**src/rtl/router_reg.sv**
```systemverilog
// router_reg: router datapath register that captures the header, buffers a byte while the FIFO is full,
// and checks the packet's parity.
module router_reg (
  input  logic       clk,
  input  logic       resetn,
  input  logic       packet_valid,
  input  logic [7:0] data_in,
  input  logic       fifo_full,
  input  logic       detect_add,
  input  logic       lfd_state,
  input  logic       ld_state,
  input  logic       laf_state,
  input  logic       full_state,
  input  logic       rst_int_reg,
  output logic [7:0] dout,
  output logic       parity_done,
  output logic       low_packet_valid,
  output logic       err
);
  logic [7:0] r_dout, r_header_byte, r_full_byte, r_int_parity, r_pkt_parity;
  logic       r_parity_done, r_low_pv, r_err;
  logic       w_hdr_accept, w_unused;
  assign w_hdr_accept = detect_add && packet_valid && data_in[1:0] != 2'b11;
  assign w_unused     = full_state;
  always_ff @(posedge clk) begin
    if (!resetn) begin
      r_dout        <= 8'h00;
      r_header_byte <= 8'h00;
      r_full_byte   <= 8'h00;
      r_int_parity  <= 8'h00;
      r_pkt_parity  <= 8'h00;
      r_parity_done <= 1'b0;
      r_low_pv      <= 1'b0;
      r_err         <= 1'b0;
    end else begin
      if (w_hdr_accept) r_header_byte <= data_in;
      if (lfd_state) r_dout <= r_header_byte;
      else if (ld_state && !fifo_full) r_dout <= data_in;
      else if (laf_state) r_dout <= r_full_byte;
      if (ld_state && fifo_full) r_full_byte <= data_in;
      // Payload bytes enter the parity on their ld_state cycle, even when diverted to full_byte.
      if (w_hdr_accept) r_int_parity <= 8'h00;
      else if (lfd_state) r_int_parity <= r_int_parity ^ r_header_byte;
      else if (ld_state && packet_valid) r_int_parity <= r_int_parity ^ data_in;
      if (w_hdr_accept) r_pkt_parity <= 8'h00;
      else if (ld_state && !packet_valid) r_pkt_parity <= data_in;
      if (w_hdr_accept) r_parity_done <= 1'b0;
      else if ((ld_state && !fifo_full && !packet_valid) || (laf_state && r_low_pv && !r_parity_done))
        r_parity_done <= 1'b1;
      if (rst_int_reg) r_low_pv <= 1'b0;
      else if (ld_state && !packet_valid) r_low_pv <= 1'b1;
      if (w_hdr_accept) r_err <= 1'b0;
      else if (r_parity_done) r_err <= r_int_parity != r_pkt_parity;
    end
  end
  assign dout             = r_dout;
  assign parity_done      = r_parity_done;
  assign low_packet_valid = r_low_pv;
  assign err              = r_err;
endmodule

```
**config.mk**
```make
export PLATFORM = sky130hd
export DESIGN_NAME = router_reg
export DESIGN_NICKNAME = d
export VERILOG_FILES = /design/src/rtl/router_reg.sv
export SDC_FILE = /design/constraint.sdc
export NUM_CORES = 1
export LEC_CHECK = 0
export BUFFER_PORTS_ARGS = -buffer_cell sky130_fd_sc_hd__buf_2
export CORE_ASPECT_RATIO = 1.75
export CORE_MARGIN = 4
export CORE_UTILIZATION = 55
export CTS_CLUSTER_SIZE = 24
export DETAILED_ROUTE_END_ITERATION = 7
export PLACE_DENSITY = 0.75
export SYNTH_ARGS = -nofsm -noshare
export SYNTH_HDL_FRONTEND = slang
export SYNTH_SLANG_ARGS = --single-unit
```
**constraint.sdc**
```tcl
create_clock -name clk -period 1.6 [get_ports clk]
set_input_delay 0.16 -clock clk [delete_from_list [all_inputs] [get_ports clk]]
set_output_delay 0.16 -clock clk [all_outputs]
set_load 0.03 [all_outputs]
```
==> results.yml, run 1 <==
synthesis:
  synthCells: 222
  yosys.area_share.xor_xnor_pct: 7.38
  synth_top_area_cell: "dfxtp_1"
  syn-num-nets: 240
  ys_warn_count: 0
  muxShareOfSynthArea_pct: 4.22
  synth_enable_flop_cells: 0
  synth_top_family_by_area: "simple AND/OR/NAND/NOR gates"
  yosys.area_share.simple_pct: 19.8
  synth.top_cell.area_share_pct: 45.3
  ys_ff_latch: 43
  synth_common_cells: "dfxtp_1 (43), nand2_1 (37), nor2_1 (21)"
  syn_area_mm2: 0.00190
  synth-adder-area-share_pct: 0
  synth_compound_area_share_pct: 17.3
  ys_types: 25
  ys.flop_type: "dfxtp_1"
  ys_seq_area_share_pct: 45.3
  synthArstFlopShare_pct: 0
  yosysMostFrequentCell: "dfxtp_1"
  synth_area_leaders: "dfxtp_1 (45%), nand2_1 (7.3%), a21boi_0 (6.3%), a21oi_1 (4.2%), a311o_1 (4.2%)"
  synth_area_per_cell_um2: 8.56
routing:
  drtIter0Drc: 29
  dr_wl_met2_mm: 1.91
  highest_layer: "met4"
  dr.pass1.iters: 5
  wire_per_inst_um: 13.0
  post-route-drc-count: 0
  wl_met1_mm: 1.68
  wl_mm: 3.85
  dr_wl_met3_um: 154
  ant_nets: 0
  via_count: 1551
  routed_via_density: 5.24
critical_path:
  endpoint_kind: "output pin"
  critical-path-max-stage-delay_ns: 0.39
  slowest_stage: "dfxtp_1"
  critical_path.top_delay_family: "flip-flops"
  ff2ff_setup_slack_ns: 0.64
  cp_max_fo: 4
  r2r.worst_path.cells: 4
  crit_chain: "buf_2"
  crit_required_ns: 1.44
  cp.arrival_ns: 0.90
  r2r_start: "r_header_byte[5]"
  worst-path-buf-inv: 1
  crit_type: "reg2out"
  crit_path_start_kind: "flop"
  r2r-end: "r_int_parity[5]"
die:
  die-area_mm2: 0.00449
  start_util_pct: 56.5
  core_region_area_mm2: 0.00336
  ioPinCount: 29
  die_h_um: 85.7
  rows: 28
  die_w_um: 52.4
pwr:
  power_density_mw_per_mm2: 1010
  p_total_mw: 2.20
  peakVddDrop_mv: 0.776
  p_leak_nw: 0.894
clocking:
  cts_tree: "yes"
  cts_root_buf: "clkbuf_8"
  post-cts-setup-buffer-count: 0
  insertion_delay_ns: 0.29
  clk_pin_slew_ns: 0.08
  clockBufferDepth: 2
  htreeDepth: 2
  cts.sinks: 43
  numCtsBuffers: 5
timing:
  tightest_slew_ns: 0.347
  clock_skew_ns: 0.00205
  fin_crit_ns: 1.06
  drv_slew: 0
  fmax_mhz: 946
  min_period_over_period_pct: 66.1
  tns_ns: 0
  max-slew-margin-rel_pct: 76.8
  hold_viol_final: 0
  setup_viol: 0
  rsz0062_at_grt: "no"
flow_run:
  maxCapViolCount: 0
global_routing:
  grt_pass1_wl_mm: 6.75
  grt_max_degree: 26
  gr-total-overflow: 0
  grt_pass1_vias: 1514
  grt_util_all_layers_pct: 19.9
  antenna_found_initial: 0
min_path:
  hp-class: "in2reg"
  worst_hold_path.endpoint: "r_pkt_parity[5]"
  hold_path_depth: 3
  worstHoldStart: "data_in[5]"
place:
  dpl.hpwl_mm: 2.84
  place_congestion: 0.747
  numPortBuffers: 27
layout:
  area_growth_pct: 14.2
  drive_gt1_share_pct: 16.7
  fin_nets: 268
  num_antenna_cells: 0
  n_fill_cell: 333
status:
  outcome: "completed"
cells by family after synthesis:
kind of cell / count (synthesis)
xor+xnor: 16
simple gates: 84
buf+inv: 22
flops: 43
compound gates: 49
mux: 8
how the worst max path moves through the flow:
stage / from / cells past startpoint / slack (ns) / end
3_5_place_dp: ld_state / 5 / 0.33 / r_int_parity[5]
6_report: parity_done / 1 / 0.54 / parity_done
4_1_cts: parity_done / 1 / 0.53 / parity_done
2_1_floorplan: fifo_full / 6 / 0.43 / dout[0]
3_3_place_gp: ld_state / 5 / 0.35 / r_int_parity[5]
5_1_grt: parity_done / 1 / 0.48 / parity_done
sequential cells by signal (all words and copies together) (netlist names):
signal            flops
dout                  8
r_full_byte           8
r_header_byte         8
r_int_parity          8
r_pkt_parity          8
err                   1
low_packet_valid      1
parity_done           1
metrics by stage:
stage / hold slack, ns / area (um2) / worst slack (ns) / util (%) / std cells
floorplan: 0.236 / 1900 / 0.431 / - / 222
global placement: 0.331 / 2060 / 0.348 / 61.2 / 287
detailed placement: 0.326 / 2060 / 0.329 / 61.2 / 287
CTS: 0.00830 / 2160 / 0.525 / 64.2 / 295
global route: 0.148 / 2170 / 0.476 / 64.5 / 296
finish: 0.152 / 2170 / 0.543 / 64.5 / 296
per-layer routing:
metal,vias to the layer above,track usage (%)
met5,-,0
met4,0,9.53
met3,9,5.39
met2,33,30.9
met1,713,25.2
li1,796,-
layout make-up:
class                      count  area [um2]  area share (%)
clock buffer                   8         100            4.61
inverter                       8        30.0            1.38
multi-input combinational    157         925            42.6
sequential                    43         861            39.7
tap                           45        56.3            2.60
timing repair buffer          35         198            9.11
timing repair:
item | in CTS | in global routing
gates resized for setup | 0 | 0
hold buffers | 0 | 1
endpoints found under the hold margin | 0 | 1
power by group:
group	internal, mW	switching, mW	leakage (nW)
Combinational	0.123	0.177	0.491
Clock	0.394	0.351	0.0515
Sequential	1.12	0.0298	0.351
Total	1.64	0.557	0.894
placed cells by master (no fill, tap or decap), drive strengths merged, types with 9 or more instances in the layout:
cell type  count
nor2          21
nor2b          9
buf           34
dfxtp         43
a21oi         16
a21boi        16
nand3         10
nand2         37
Power figures use the tool's default switching activity.
==> run 2, diff against run 1 <==
==> constraint.sdc (replaced) <==
create_clock -name clk -period 1.05 [get_ports clk]
set_input_delay 0.105 -clock clk [delete_from_list [all_inputs] [get_ports clk]]
set_output_delay 0.105 -clock clk [all_outputs]
set_load 0.03 [all_outputs]
==> run 2 against run 1 <==
Effect of this change: sequential power is 53% higher; routed wire length hardly changed; clock skew is 0.0048 ns higher; die area stayed put; non-clock buffer count is 15 higher; hold slack worse by 0.058 ns.
==> results.yml, run 2 (synthesis gave the netlist of run 1 again) <==
critical_path:
  cp.arrival_ns: 0.89
  cp_max_fo: 4
  critical_path.top_delay_family: "flip-flops"
  endpoint_kind: "output pin"
  critical-path-max-stage-delay_ns: 0.38
  crit_path_start_kind: "flop"
  worst-path-buf-inv: 1
  crit_chain: "buf_2"
  crit_type: "reg2out"
  crit_required_ns: 0.94
  slowest_stage: "dfxtp_1"
layout:
  drive_gt1_share_pct: 22.9
  final_common_cell: "dfxtp_1"
  finish.instance_area_mm2: 0.00228
  num_antenna_cells: 0
  layout_common_cells: "dfxtp_1 (41), nand2_1 (37), buf_2 (27), buf_4 (22), nor2_1 (21)"
  fin_nets: 283
  area_growth_pct: 20.2
  stdcell_count: 311
timing:
  rsz0062_at_grt: "yes"
  fmax_mhz: 1010
  min_period_over_period_pct: 94.3
  hold_slack_ns: 0.0938
  tightest_slew_ns: 0.311
  max-slew-margin-rel_pct: 79.3
  fin_crit_ns: 0.990
  tns_ns: 0
  clock_skew_ns: 0.00683
  drv_slew: 0
  setup_viol: 0
  hold_viol_final: 0
die:
  die_w_um: 52.4
  start_util_pct: 56.5
  die_h_um: 85.7
  core_region_area_mm2: 0.00336
  rows: 28
  die-area_mm2: 0.00449
  ioPinCount: 29
min_path:
  hp-class: "in2reg"
global_routing:
  grt_util_all_layers_pct: 19.9
  grt_pass1_wl_mm: 6.76
  gr-total-overflow: 0
  antenna_found_initial: 0
  grt_max_degree: 19
  grt_pass1_vias: 1577
routing:
  post-route-drc-count: 0
  ant_nets: 0
  routed_via_density: 5.15
  wl_mm: 3.85
  dr.pass1.iters: 4
  drtIter0Drc: 32
  wire_per_inst_um: 12.4
  via_count: 1603
clocking:
  insertion_delay_ns: 0.30
  cts_root_buf: "clkbuf_8"
  clockBufferDepth: 2
  clk_pin_slew_ns: 0.08
  cts.sinks: 43
  htreeDepth: 2
  cts_tree: "yes"
  numCtsBuffers: 5
pwr:
  p_leak_nw: 0.953
  peakVddDrop_mv: 1.19
  power_density_mw_per_mm2: 1430
place:
  numPortBuffers: 27
  place_congestion: 0.769
  place_area_mm2: 0.00217
  dpl.hpwl_mm: 3.04
  place_inst: 302
flow_run:
  maxCapViolCount: 0
status:
  outcome: "completed"
[run 2: changes by cell type in the layout (fill, tap and decap cells not counted), sizes merged]
cell	before	now
buf	34	49
clkbuf	8	6
clkinv	0	1
clkinvlp	0	1
[run 2: metrics by stage]
step / setup WS, ns / utilization [%] / power, mW
after floorplan: -0.0302 / - / 2.11
final: 0.0596 / 67.9 / 3.26
after global placement: -0.0195 / 64.6 / 2.27
after global routing: -0.00518 / 67.9 / 3.43
after CTS: 0.0415 / 67.4 / 3.29
after detailed placement: -0.0740 / 64.6 / 2.28
[run 2: what timing repair did]
action | 4_1_cts | 5_1_grt
gates resized for setup | 0 | 5
hold endpoints to repair | 1 | 0
setup endpoints to repair | 0 | 2
buffers inserted | 0 | 0
hold buffers | 1 | 0
[run 2: metal layers]
layer	track usage, %	share of wire [%]	vias up
met2	32.8	52	28
li1	-	-	831
met1	22.6	42	735
met4	11.9	2.6	0
met3	4.35	3.3	9
met5	0	0	-
[run 2: where the power goes]
group	internal (mW)	switching (mW)	leakage (nW)
registers	1.71	0.0466	0.352
clock network	0.464	0.544	0.0412
logic	0.216	0.276	0.560
[run 2: final timing paths]
kind | from | end | slack [ns] | depth (start not counted)
max | parity_done | parity_done | 0.06 | 1
min | data_in[3] | r_pkt_parity[3] | 0.09 | 3
max reg2reg | r_header_byte[7] | r_int_parity[7] | 0.11 | 4
min reg2reg | r_full_byte[1] | r_full_byte[1] | 0.47 | 2
[run 2: final cells by class]
class | instances | area, um2
clock buffers | 6 | 72.6
clock inverters | 2 | 12.5
fillers | 316 | 1080
inverters | 8 | 30.0
multi-input cells | 157 | 937
flip-flops and latches | 43 | 863
well taps | 45 | 56.3
repair buffers | 50 | 310
==> run 3, diff against run 2 <==
--- a/config.mk
+++ b/config.mk
@@ -7,9 +7,9 @@
 export LEC_CHECK = 0
 export BUFFER_PORTS_ARGS = -buffer_cell sky130_fd_sc_hd__buf_2
 export CORE_ASPECT_RATIO = 1.75
-export CORE_MARGIN = 4
+export CORE_MARGIN = 2
 export CORE_UTILIZATION = 55
-export CTS_CLUSTER_SIZE = 24
+export CTS_CLUSTER_SIZE = 25
 export DETAILED_ROUTE_END_ITERATION = 7
 export PLACE_DENSITY = 0.75
 export SYNTH_ARGS = -nofsm -noshare
==> run 3 against run 2 <==
Effect of this change: via count decreased by 3.0%; first-iteration DRC count shrank 16%; hold slack about the same; sequential cell count stayed put; cell count increased by 0.32%; critical path type unchanged; critical endpoint unchanged.
==> results.yml, run 3 (synthesis gave the netlist of run 1 again) <==
status:
  outcome: "completed"
critical_path:
  crit_type: "reg2out"
  slowest_stage: "dfxtp_1"
  ff2ff_setup_slack_ns: 0.09
  crit_path_start_kind: "flop"
  cp_max_fo: 4
  cp.arrival_ns: 0.88
  critical-path-max-stage-delay_ns: 0.38
  endpoint_kind: "output pin"
  critical_path.top_delay_family: "flip-flops"
  r2r_start: "r_int_parity[3]"
  crit_required_ns: 0.94
  path_depth: 1
  r2r.worst_path.cells: 4
  crit_chain: "buf_2"
  worst-path-buf-inv: 1
  r2r-end: "err"
clocking:
  clk_pin_slew_ns: 0.08
  insertion_delay_ns: 0.29
  cts_root_buf: "clkbuf_8"
  htreeDepth: 2
  numCtsBuffers: 5
  post-cts-setup-buffer-count: 0
  cts_tree: "yes"
  cts.sinks: 43
  clockBufferDepth: 2
place:
  numPortBuffers: 27
  place_congestion: 0.789
  dpl.hpwl_mm: 2.93
timing:
  max-slew-margin-rel_pct: 80.2
  hold_slack_ns: 0.0936
  fin_crit_ns: 0.982
  tns_ns: 0
  rsz0062_at_grt: "yes"
  tightest_slew_ns: 0.298
  clock_skew_ns: 0.00251
  setup_viol: 0
  drv_slew: 0
  fmax_mhz: 1020
  hold_viol_final: 0
  min_period_over_period_pct: 93.5
pwr:
  pwr-share-seq_pct: 54.1
  p_switching_mw: 0.850
  p_int_mw: 2.41
  p_leak_nw: 0.968
  peakVddDrop_mv: 1.23
  p_clk_share_pct: 30.5
  p_sw_share_pct: 26.1
  power_density_mw_per_mm2: 1410
  pwr-share-comb_pct: 15.4
layout:
  n_fill_cell: 275
  area_growth_pct: 21.7
  regArea_um2: 867
  final_common_cell: "dfxtp_1"
  fin_nets: 284
  num_antenna_cells: 0
  layout_common_cells: "dfxtp_1 (38), nand2_1 (37), buf_2 (27), buf_4 (22), nor2_1 (21)"
  multi_input_area_um2: 947
  postLayoutCoreUtil_pct: 69.5
  drive_gt1_share_pct: 24.3
routing:
  post-route-drc-count: 0
  drtIter0Drc: 27
  wire_per_inst_um: 12.3
  highest_layer: "met4"
  via_count: 1555
  dr.pass1.iters: 5
  dr_wl_met2_mm: 2.01
  wl_met1_mm: 1.61
  dr_wl_met3_um: 118
  ant_nets: 0
  wl_mm: 3.83
  routed_via_density: 4.98
die:
  rows: 28
  die_w_um: 48.4
  start_util_pct: 57.1
  core_region_area_mm2: 0.00333
  ioPinCount: 29
  die_h_um: 81.7
  die-area_mm2: 0.00396
global_routing:
  antenna_found_initial: 0
  gr-total-overflow: 0
  grt_max_degree: 19
  grt_util_all_layers_pct: 21.3
  grt_pass1_vias: 1425
  grt_pass1_wl_mm: 6.35
min_path:
  worst_hold_path.endpoint: "r_pkt_parity[3]"
  hp-class: "in2reg"
  hold_path_depth: 3
  worstHoldStart: "data_in[3]"
flow_run:
  maxCapViolCount: 0
[run 3: power groups by stage]
stage          combinational, mW  sequential (mW)  clock, mW
2_1_floorplan              0.276             1.84          0
3_3_place_gp               0.488             1.79          0
3_5_place_dp               0.494             1.80          0
4_1_cts                    0.500             1.76       1.02
5_1_grt                    0.561             1.77       1.07
6_report                   0.500             1.76      0.993
[run 3: worst max-delay path by stage]
stage / startpoint / endpoint / slack [ns]
6_report: parity_done / parity_done / 0.07
2_1_floorplan: lfd_state / r_int_parity[4] / -0.03
3_3_place_gp: lfd_state / r_int_parity[7] / -0.04
3_5_place_dp: lfd_state / r_int_parity[4] / -0.07
4_1_cts: r_int_parity[3] / err / 0.05
5_1_grt: r_int_parity[3] / err / -0.01
[run 3: layer usage]
metal  global-route usage (%)  vias to the layer above
met2                     38.8                       36
met1                     23.1                      681
met4                     11.7                        0
met3                     4.55                        6
met5                        0                        -
li1                         -                      832
[run 3: area by class of cell]
| class | count | share of cell area, % |
|---|---|---|
| Clock buffer | 7 | 3.30 |
| Multi-Input combinational cell | 157 | 41.0 |
| Sequential cell | 43 | 37.5 |
| Clock inverter | 1 | 0.216 |
| Inverter | 8 | 1.30 |
| Timing Repair Buffer | 51 | 14.3 |
| Tap cell | 45 | 2.44 |
[run 3: stage by stage]
stage          cells  power, mW  cell area (um2)  setup WS, ns
6_report         312       3.26             2310        0.0679
5_1_grt          312       3.40             2310       -0.0129
4_1_cts          312       3.28             2280        0.0501
3_5_place_dp     303       2.29             2190       -0.0651
3_3_place_gp     303       2.28             2190       -0.0398
2_1_floorplan    222       2.11             1900       -0.0302
[run 3: timing repair]
action                                 CTS  global route
setup endpoints to repair                0             2
hold buffers                             1             0
endpoints found under the hold margin    1             0
gates resized for setup                  0             9
